===== src/rtl/gpio_cap_pkg.sv =====
// gpio_cap_pkg
//   Shared types and helpers for the GPIO edge-capture input stage.
//   - deb_state_e : per-pin debounce FSM state
//   - cnt_w()     : width of the debounce counter for a given cycle count
package gpio_cap_pkg;

  typedef enum logic {
    ST_STABLE = 1'b0,
    ST_COUNT  = 1'b1
  } deb_state_e;

  // A counter that must reach n-1 needs $clog2(n) bits; never go below 1 bit.
  function automatic int cnt_w(input int n);
    return (n > 32'sd1) ? $clog2(n) : 32'sd1;
  endfunction

endpackage


===== src/rtl/gpio_debounce_bit.sv =====
// gpio_debounce_bit
//   One GPIO pin: synchroniser chain, debounce FSM and persistence counter.
//   Ports:
//     clk_i    : clock, all logic on posedge
//     rst_i    : synchronous active-high reset
//     pin_i    : raw asynchronous pin
//     level_o  : debounced level (registered)
//     accept_o : high in the cycle whose closing edge loads a new level into level_o
module gpio_debounce_bit
  import gpio_cap_pkg::*;
#(
  parameter int SYNC_STAGES     = 2,
  parameter int DEBOUNCE_CYCLES = 4
) (
  input  logic clk_i,
  input  logic rst_i,
  input  logic pin_i,
  output logic level_o,
  output logic accept_o
);

  localparam int CNT_W = cnt_w(DEBOUNCE_CYCLES);
  localparam logic [CNT_W-1:0] CNT_ONE = CNT_W'(1);
  localparam logic [CNT_W-1:0] CNT_MAX = CNT_W'(DEBOUNCE_CYCLES - 1);

  logic [SYNC_STAGES-1:0] sync_q;
  logic                   sync_s;
  logic                   differ_s;
  logic                   accept_s;
  logic                   level_q;
  logic [CNT_W-1:0]       cnt_q;
  deb_state_e             state_q;

  // Synchroniser shift chain; the last stage is the only one the FSM looks at.
  always_ff @(posedge clk_i) begin
    if (rst_i) begin
      sync_q <= '0;
    end else begin
      sync_q <= {sync_q[SYNC_STAGES-2:0], pin_i};
    end
  end

  assign sync_s   = sync_q[SYNC_STAGES-1];
  assign differ_s = sync_s ^ level_q;

  // Accept decision: immediate when no filtering is configured, otherwise on
  // the last counting cycle while the new level still persists.
  always_comb begin
    accept_s = 1'b0;
    case (state_q)
      ST_STABLE: begin
        if (DEBOUNCE_CYCLES == 1) accept_s = differ_s;
        else                      accept_s = 1'b0;
      end
      ST_COUNT: begin
        if (cnt_q == CNT_MAX) accept_s = differ_s;
        else                  accept_s = 1'b0;
      end
      default: accept_s = 1'b0;
    endcase
  end

  // Debounce FSM, persistence counter and debounced level register.
  always_ff @(posedge clk_i) begin
    if (rst_i) begin
      state_q <= ST_STABLE;
      cnt_q   <= '0;
      level_q <= 1'b0;
    end else begin
      if (accept_s) level_q <= sync_s;
      case (state_q)
        ST_STABLE: begin
          if (differ_s && (DEBOUNCE_CYCLES > 1)) begin
            cnt_q   <= CNT_ONE;
            state_q <= ST_COUNT;
          end
        end
        ST_COUNT: begin
          // Either the level fell back (glitch) or it was just accepted.
          if (!differ_s || (cnt_q == CNT_MAX)) begin
            cnt_q   <= '0;
            state_q <= ST_STABLE;
          end else begin
            cnt_q <= cnt_q + CNT_ONE;
          end
        end
        default: begin
          cnt_q   <= '0;
          state_q <= ST_STABLE;
        end
      endcase
    end
  end

  assign level_o  = level_q;
  assign accept_o = accept_s;

endmodule


===== src/rtl/gpio_edge_capture.sv =====
// gpio_edge_capture
//   GPIO input stage: per-pin sync + debounce, edge detection into sticky
//   write-one-to-clear status, and a level interrupt.
//   Ports:
//     clk_i     : clock, all logic on posedge
//     rst_i     : synchronous active-high reset
//     gpio_i    : raw asynchronous pins
//     rise_en_i : per-bit enable, rising debounced edge sets status
//     fall_en_i : per-bit enable, falling debounced edge sets status
//     clr_i     : per-bit clear pulse for status (set wins)
//     gpio_o    : debounced levels (registered)
//     status_o  : sticky edge status (registered)
//     irq_o     : OR of the status flops
module gpio_edge_capture
  import gpio_cap_pkg::*;
#(
  parameter int WIDTH           = 8,
  parameter int SYNC_STAGES     = 2,
  parameter int DEBOUNCE_CYCLES = 4
) (
  input  logic             clk_i,
  input  logic             rst_i,
  input  logic [WIDTH-1:0] gpio_i,
  input  logic [WIDTH-1:0] rise_en_i,
  input  logic [WIDTH-1:0] fall_en_i,
  input  logic [WIDTH-1:0] clr_i,
  output logic [WIDTH-1:0] gpio_o,
  output logic [WIDTH-1:0] status_o,
  output logic             irq_o
);

  logic [WIDTH-1:0] level_s;
  logic [WIDTH-1:0] accept_s;
  logic [WIDTH-1:0] rise_s;
  logic [WIDTH-1:0] fall_s;
  logic [WIDTH-1:0] status_d;
  logic [WIDTH-1:0] status_q;

  for (genvar gi = 0; gi < WIDTH; gi++) begin : g_bit
    gpio_debounce_bit #(
      .SYNC_STAGES     (SYNC_STAGES),
      .DEBOUNCE_CYCLES (DEBOUNCE_CYCLES)
    ) u_deb (
      .clk_i    (clk_i),
      .rst_i    (rst_i),
      .pin_i    (gpio_i[gi]),
      .level_o  (level_s[gi]),
      .accept_o (accept_s[gi])
    );
  end

  // An accept only happens when the synchronised level differs from the
  // current debounced level, so the incoming level is ~level_s.
  assign rise_s = accept_s & ~level_s & rise_en_i;
  assign fall_s = accept_s &  level_s & fall_en_i;

  // Next status: clear requested bits, then OR in new events so set wins.
  always_comb begin
    status_d = (status_q & ~clr_i) | rise_s | fall_s;
  end

  // Sticky status register.
  always_ff @(posedge clk_i) begin
    if (rst_i) begin
      status_q <= '0;
    end else begin
      status_q <= status_d;
    end
  end

  assign gpio_o   = level_s;
  assign status_o = status_q;
  assign irq_o    = |status_q;

endmodule

===== config.mk =====
export PLATFORM = sky130hd
export DESIGN_NAME = gpio_edge_capture
export DESIGN_NICKNAME = d
export VERILOG_FILES = /design/src/rtl/gpio_cap_pkg.sv /design/src/rtl/gpio_debounce_bit.sv /design/src/rtl/gpio_edge_capture.sv
export SDC_FILE = /design/constraint.sdc
export NUM_CORES = 1
export LEC_CHECK = 0
export CORE_AREA = 2 2 88 69
export CTS_CLUSTER_DIAMETER = 40
export DETAILED_ROUTE_END_ITERATION = 8
export DIE_AREA = 0 0 90 71
export GPL_ROUTABILITY_DRIVEN = 0
export PLACE_DENSITY = 0.71
export SLEW_MARGIN = 40
export SYNTH_ARGS = -nofsm -noshare
export SYNTH_HDL_FRONTEND = slang
export SYNTH_HIERARCHICAL = 1
export SYNTH_SLANG_ARGS = --single-unit

===== constraint.sdc =====
create_clock -name clk_i -period 1.9 [get_ports clk_i]
set_input_delay 0.38 -clock clk_i [delete_from_list [all_inputs] [get_ports clk_i]]
set_output_delay 0.38 -clock clk_i [all_outputs]
set_load 0.02 [all_outputs]

==> flow_summary.yaml, run 1 <==
synth:
  ys_ff_latch: 56
  yosysWarnings: 6
  syn_inst: 220
  synth.cell_area_um2: 2420
  avgSynthCellArea_um2: 11.0
  synthesis.nets: 262
  synth_cell_types: 22
  seq_area_frac_synth_pct: 46.3
timing:
  fin_crit_ns: 1.77
  fin_setup_tns_ns: 0
  finalCritPeriodShare_pct: 93.3
  slew_headroom_pct: 81.1
  setup_ws_ns: 0.127
  setup_viol: 0
  rsz0062_at_grt: "no"
  holdWs_ns: 0.416
  drv_slew: 0
  fmax_mhz: 564
  hold_violations: 0
  tightest_slew_ns: 0.282
  skew_ns: 0.00459
die:
  pin_count: 51
  dieArea_um2: 6390
  rows: 24
  start_util_pct: 43.4
  core_um2: 5590
  die_x_um: 90
  die_y_um: 71
clock_network:
  clk_path_buf_depth: 2
  cts_buffers: 5
  cts_root_buffer: "clkbuf_8"
  h-tree-depth: 2
  cts_tree: "done"
  path_clk_slew_ns: 0.10
  post_cts_buffers: 0
  clock-sinks: 56
  clock_latency_ns: 0.31
setup_path:
  cpPeakStageDelay_ns: 0.65
  path_buf_inv: 1
  path_cells: "clkdlybuf4s50_1"
  cp_max_fo: 4
  end_kind: "output pin"
  startpoint_type: "register"
  cp-startpoint: "g_bit[1].u_deb/level_o$_SDFFE_PP0P_"
  worstPathArrival_ns: 1.39
  cp_top_family: "buffers and inverters"
  r2r-start: "g_bit[0].u_deb/cnt_q[0]$_SDFFE_PP0P_"
  required_ns: 1.52
  crit_slowest_cell: "clkdlybuf4s50_1"
  path_class: "reg -> out"
drt:
  remaining_drc_errors: 0
  wl_per_cell_um: 12.5
  initialDrtViolationCount: 43
  vias: 1740
  drtAntennaViolNets: 0
  routed_wl_um: 4450
  dr.pass1.iters: 4
  via_per_inst: 4.87
finish:
  drive_gt1_share_pct: 15.1
  area.growth.synth_to_final_pct: 30.3
  fin_cells: 357
  design_area_um2: 3160
  layout.nets: 320
  antenna_cells: 0
  nFillCells: 508
global_routing:
  grt_pass1_vias: 1648
  track_usage_pct: 14.8
  globalRouteOverflowTotal: 0
  grt_start_max_net_pins: 34
  antenna_found_initial: 0
  grt_pass1_wl_um: 7670
min_path:
  min_from: "rst_i"
  hp-class: "in -> reg"
place:
  place_hpwl_um: 3230
  place_area_um2: 3040
  place.port_buffers: 50
  preCtsSetupSlack_ns: 0.249
  dp.cells: 349
power:
  ir_worst_vdd_v: 0.000369
  p_leak_nw: 1.11
  power_density_nw_per_um2: 683
outcome:
  status: "complete, no violations"
run:
  max-cap-violations: 0
## cells by family (layout without fill, tap and decap cells)
kind of cell / Yosys count / count (layout) / synth area share, %
XOR/XNOR: 8 / 8 / 5.37
flip-flops: 56 / 56 / 46.3
AO/OA/AOI/OAI: 40 / 40 / 13.1
AND/OR/NAND/NOR: 75 / 75 / 19.9
multiplexers: 16 / 16 / 8.26
buffers and inverters: 17 / 76 / 2.94
adder cells (fa/ha/maj): 8 / 8 / 4.13
## timing repair
item | 4_1_cts | 5_1_grt
hold buffers | 0 | 0
resized for setup | 2 | 0
endpoints found under the setup margin | 1 | 0
## layer usage
| metal | part of all wire (%) | global-route usage [%] |
|---|---|---|
| met5 | 0 | 0 |
| met4 | 0.85 | 4.10 |
| met3 | 4.7 | 4.58 |
| met2 | 46 | 23.8 |
| met1 | 48 | 19.7 |
## cell usage after synthesis (all sizes together)
library cell,instances,share of area (%)
nor4,2,0.52
nand3,8,1.7
o21a,8,2.5
a211oi,8,2.5
a21bo,8,3.3
mux2,8,5.0
nand2,9,1.4
mux2i,8,3.3
nor3b,16,5.0
buf,1,0.46
a21oi,8,1.7
nand2b,8,2.7
nor2,8,1.2
o32ai,8,3.2
nor4bb,8,3.3
dfxtp,56,46
nor2b,16,4.1
ha,8,4.1
xnor2,8,5.4
inv,16,2.5
## worst paths after layout
path,slack (ns),cells past startpoint,end
max,0.13,1,gpio_o[1]
min,0.42,2,g_bit[3].u_deb/sync_q[1]$_SDFF_PP0_
max reg2reg,0.75,3,g_bit[0].u_deb/cnt_q[1]$_SDFFE_PP0P_
min reg2reg,0.45,1,g_bit[3].u_deb/sync_q[1]$_SDFF_PP0_
## cell usage in the layout (no fill, tap or decap)
| cell | count |
|---|---|
| buf_2 | 1 |
| nand3_1 | 8 |
| clkinv_2 | 1 |
| bufinv_16 | 1 |
| nor4bb_1 | 8 |
| mux2i_1 | 8 |
| nor2_1 | 8 |
| a21oi_1 | 8 |
| a21bo_2 | 8 |
| nor4_2 | 1 |
| nor4_1 | 1 |
| dfxtp_1 | 56 |
| buf_12 | 2 |
| clkdlybuf4s50_1 | 48 |
| nor2b_1 | 16 |
| nand2_1 | 9 |
| o21a_1 | 8 |
| o32ai_2 | 1 |
| o32ai_1 | 7 |
| nor3b_1 | 16 |
| ha_1 | 8 |
| xnor2_2 | 8 |
| dlygate4sd2_1 | 1 |
| clkbuf_8 | 5 |
| nand2b_1 | 2 |
| a211oi_1 | 8 |
| clkbuf_1 | 1 |
| mux2_4 | 8 |
| inv_1 | 16 |
| nand2b_2 | 6 |
## power by group
| group | switching (mW) | internal (mW) | total (mW) |
|---|---|---|---|
| clock | 0.379 | 0.392 | 0.771 |
| combinational | 0.0557 | 0.105 | 0.161 |
| sequential | 0.0220 | 1.20 | 1.22 |
| total | 0.457 | 1.70 | 2.16 |
## sequential cells by signal, summed over array words and instances, names as in the netlist
register,count
g_bit.u_deb/level_o,8
g_bit.u_deb/sync_q,16
status_o,8
g_bit.u_deb/state_q,8
g_bit.u_deb/cnt_q,16
## area by class of cell
cell class / instances / area (um2) / area share [%]
multi-input cells: 147 / 1240 / 39.2
flip-flops and latches: 56 / 1120 / 35.5
repair buffers: 52 / 534 / 16.9
well taps: 78 / 97.6 / 3.09
clock buffers: 6 / 72.6 / 2.30
inverters: 16 / 60.1 / 1.90
clock inverters: 2 / 35.0 / 1.11
## metrics by stage
step | util (%) | power (mW)
after floorplan | - | 1.31
after global placement | 54.5 | 1.41
after detailed placement | 54.5 | 1.41
after CTS | 56.5 | 2.18
after global routing | 56.5 | 2.24
final | 56.5 | 2.16
Power figures use the tool's default switching activity.
==> run 2, diff against run 1 <==
--- a/config.mk
+++ b/config.mk
@@ -10,9 +10,10 @@
 export DETAILED_ROUTE_END_ITERATION = 8
 export DIE_AREA = 0 0 90 71
 export GPL_ROUTABILITY_DRIVEN = 0
-export PLACE_DENSITY = 0.71
+export PLACE_DENSITY = 0.7
 export SLEW_MARGIN = 40
 export SYNTH_ARGS = -nofsm -noshare
 export SYNTH_HDL_FRONTEND = slang
 export SYNTH_HIERARCHICAL = 1
 export SYNTH_SLANG_ARGS = --single-unit
+export TNS_END_PERCENT = 50
==> run 2 against run 1 <==
Net effect: hold slack better by 0.027 ns; power down 5.9%; die area unchanged; wire length down 4.6%; register-to-register slack about the same; critical endpoint is now gpio_o[7]; highest routed layer unchanged.
==> flow_summary.yaml, run 2 (synthesized netlist as in run 1, its figures left out) <==
power:
  power_density_nw_per_um2: 651
  ir_worst_vdd_v: 0.000309
  p_leak_nw: 1.09
setup_path:
  crit_slowest_cell: "clkdlybuf4s50_1"
  required_ns: 1.52
  r2r-start: "g_bit[5].u_deb/cnt_q[0]$_SDFFE_PP0P_"
  startpoint_type: "register"
  path_class: "reg -> out"
  r2r_setup_slack_ns: 0.74
  cp_max_fo: 4
  cpPeakStageDelay_ns: 0.65
  path_cells: "clkdlybuf4s50_1"
  end_kind: "output pin"
  path_buf_inv: 1
  worstPathArrival_ns: 1.39
  r2r_end: "g_bit[5].u_deb/cnt_q[1]$_SDFFE_PP0P_"
  cp_top_family: "buffers and inverters"
  ff2ff_path_depth: 3
global_routing:
  globalRouteOverflowTotal: 0
  grt_pass1_wl_um: 7240
  grt_start_max_net_pins: 73
  antenna_found_initial: 0
  grt_pass1_vias: 1609
  track_usage_pct: 14.0
drt:
  via_per_inst: 4.73
  initialDrtViolationCount: 35
  remaining_drc_errors: 0
  vias: 1683
  dr.pass1.iters: 4
  wl_per_cell_um: 11.9
  drtAntennaViolNets: 0
  routed_wl_um: 4250
timing:
  drv_slew: 0
  fmax_mhz: 565
  finalCritPeriodShare_pct: 93.1
  skew_ns: 0.00863
  rsz0062_at_grt: "no"
  fin_setup_tns_ns: 0
  slew_headroom_pct: 80.0
  setup_ws_ns: 0.131
  setup_viol: 0
  hold_violations: 0
  tightest_slew_ns: 0.300
  fin_crit_ns: 1.77
place:
  place_hpwl_um: 3030
  place.port_buffers: 50
  dp.cells: 348
  preCtsSetupSlack_ns: 0.242
clock_network:
  post_cts_buffers: 0
  cts_buffers: 5
  path_clk_slew_ns: 0.09
  clk_path_buf_depth: 2
  cts_root_buffer: "clkbuf_8"
  cts_tree: "done"
  clock-sinks: 56
  cts_hold_buf: 0
  clock_latency_ns: 0.30
  cts_resized: 1
  h-tree-depth: 2
finish:
  fin_cells: 356
  mostFrequentLayoutCell: "dfxtp_1"
  area.growth.synth_to_final_pct: 28.6
  layout.nets: 319
  drive_gt1_share_pct: 14.7
  most-common-layout-cells: "dfxtp_1 (56), clkdlybuf4s50_1 (48), inv_1 (16), nor3b_1 (16), nor2b_1 (16)"
  largestRegisters: "g_bit.u_deb/cnt_q (16), g_bit.u_deb/sync_q (16)"
  antenna_cells: 0
die:
  dieArea_um2: 6390
  start_util_pct: 43.4
  rows: 24
  die_y_um: 71
  core_um2: 5590
  pin_count: 51
  die_x_um: 90
min_path:
  hp-class: "reg -> reg"
  min_from: "g_bit[2].u_deb/sync_q[0]$_SDFF_PP0_"
  min_to: "g_bit[2].u_deb/sync_q[1]$_SDFF_PP0_"
  holdPathStages: 1
outcome:
  status: "complete, no violations"
run:
  max-cap-violations: 0
-- run 2: cell count changes in the layout (fill, tap and decap cells not counted), sizes merged --
| cell | before | now |
|---|---|---|
| bufinv | 1 | 0 |
| buf | 3 | 2 |
| clkinv | 1 | 2 |
-- run 2: area by class of cell --
class | count | area (um2)
tap | 78 | 97.6
clock inverter | 2 | 10.0
inverter | 16 | 60.1
fill | 517 | 2470
sequential | 56 | 1120
timing repair buffer | 51 | 514
multi-input combinational | 147 | 1230
clock buffer | 6 | 82.6
-- run 2: routing by layer --
layer | GRT usage (%) | share of wire [%]
met4 | 4.10 | 0.85
met1 | 19.0 | 51
met2 | 21.7 | 43
met5 | 0 | 0
met3 | 4.26 | 5.0
-- run 2: worst max-delay path by stage --
stage | from | to | slack, ns | depth (start not counted)
after floorplan | status_o[6]$_SDFF_PP0_ | irq_o | 0.70 | 2
after CTS | g_bit[7].u_deb/level_o$_SDFFE_PP0P_ | gpio_o[7] | 0.11 | 1
after global placement | status_o[2]$_SDFF_PP0_ | irq_o | 0.25 | 3
after detailed placement | status_o[2]$_SDFF_PP0_ | irq_o | 0.24 | 3
after global routing | status_o[2]$_SDFF_PP0_ | irq_o | 0.05 | 3
final | g_bit[7].u_deb/level_o$_SDFFE_PP0P_ | gpio_o[7] | 0.13 | 1
-- run 2: per-stage QoR --
| stage | hold WS, ns | area [um2] | power (mW) | utilization (%) |
|---|---|---|---|---|
| finish | 0.444 | 3120 | 2.03 | 55.8 |
| global route | 0.459 | 3120 | 2.13 | 55.8 |
| CTS | 0.445 | 3120 | 2.06 | 55.8 |
| detailed placement | 0.423 | 3020 | 1.41 | 54.1 |
| global placement | 0.416 | 3020 | 1.41 | 54.1 |
| floorplan | 0.414 | 2420 | 1.31 | - |
-- run 2: where the power goes --
| part | leakage [nW] | internal, mW | switching (mW) |
|---|---|---|---|
| registers | 0.456 | 1.20 | 0.0216 |
| clock network | 0.0510 | 0.292 | 0.357 |
| logic | 0.585 | 0.101 | 0.0539 |
==> run 3, diff against run 2 <==
--- a/config.mk
+++ b/config.mk
@@ -11,6 +11,7 @@
 export DIE_AREA = 0 0 90 71
 export GPL_ROUTABILITY_DRIVEN = 0
 export PLACE_DENSITY = 0.7
+export SKIP_LAST_GASP = 1
 export SLEW_MARGIN = 40
 export SYNTH_ARGS = -nofsm -noshare
 export SYNTH_HDL_FRONTEND = slang
==> results of run 3 <==
Final layout, timing and power as in run 2 (identical DEF).
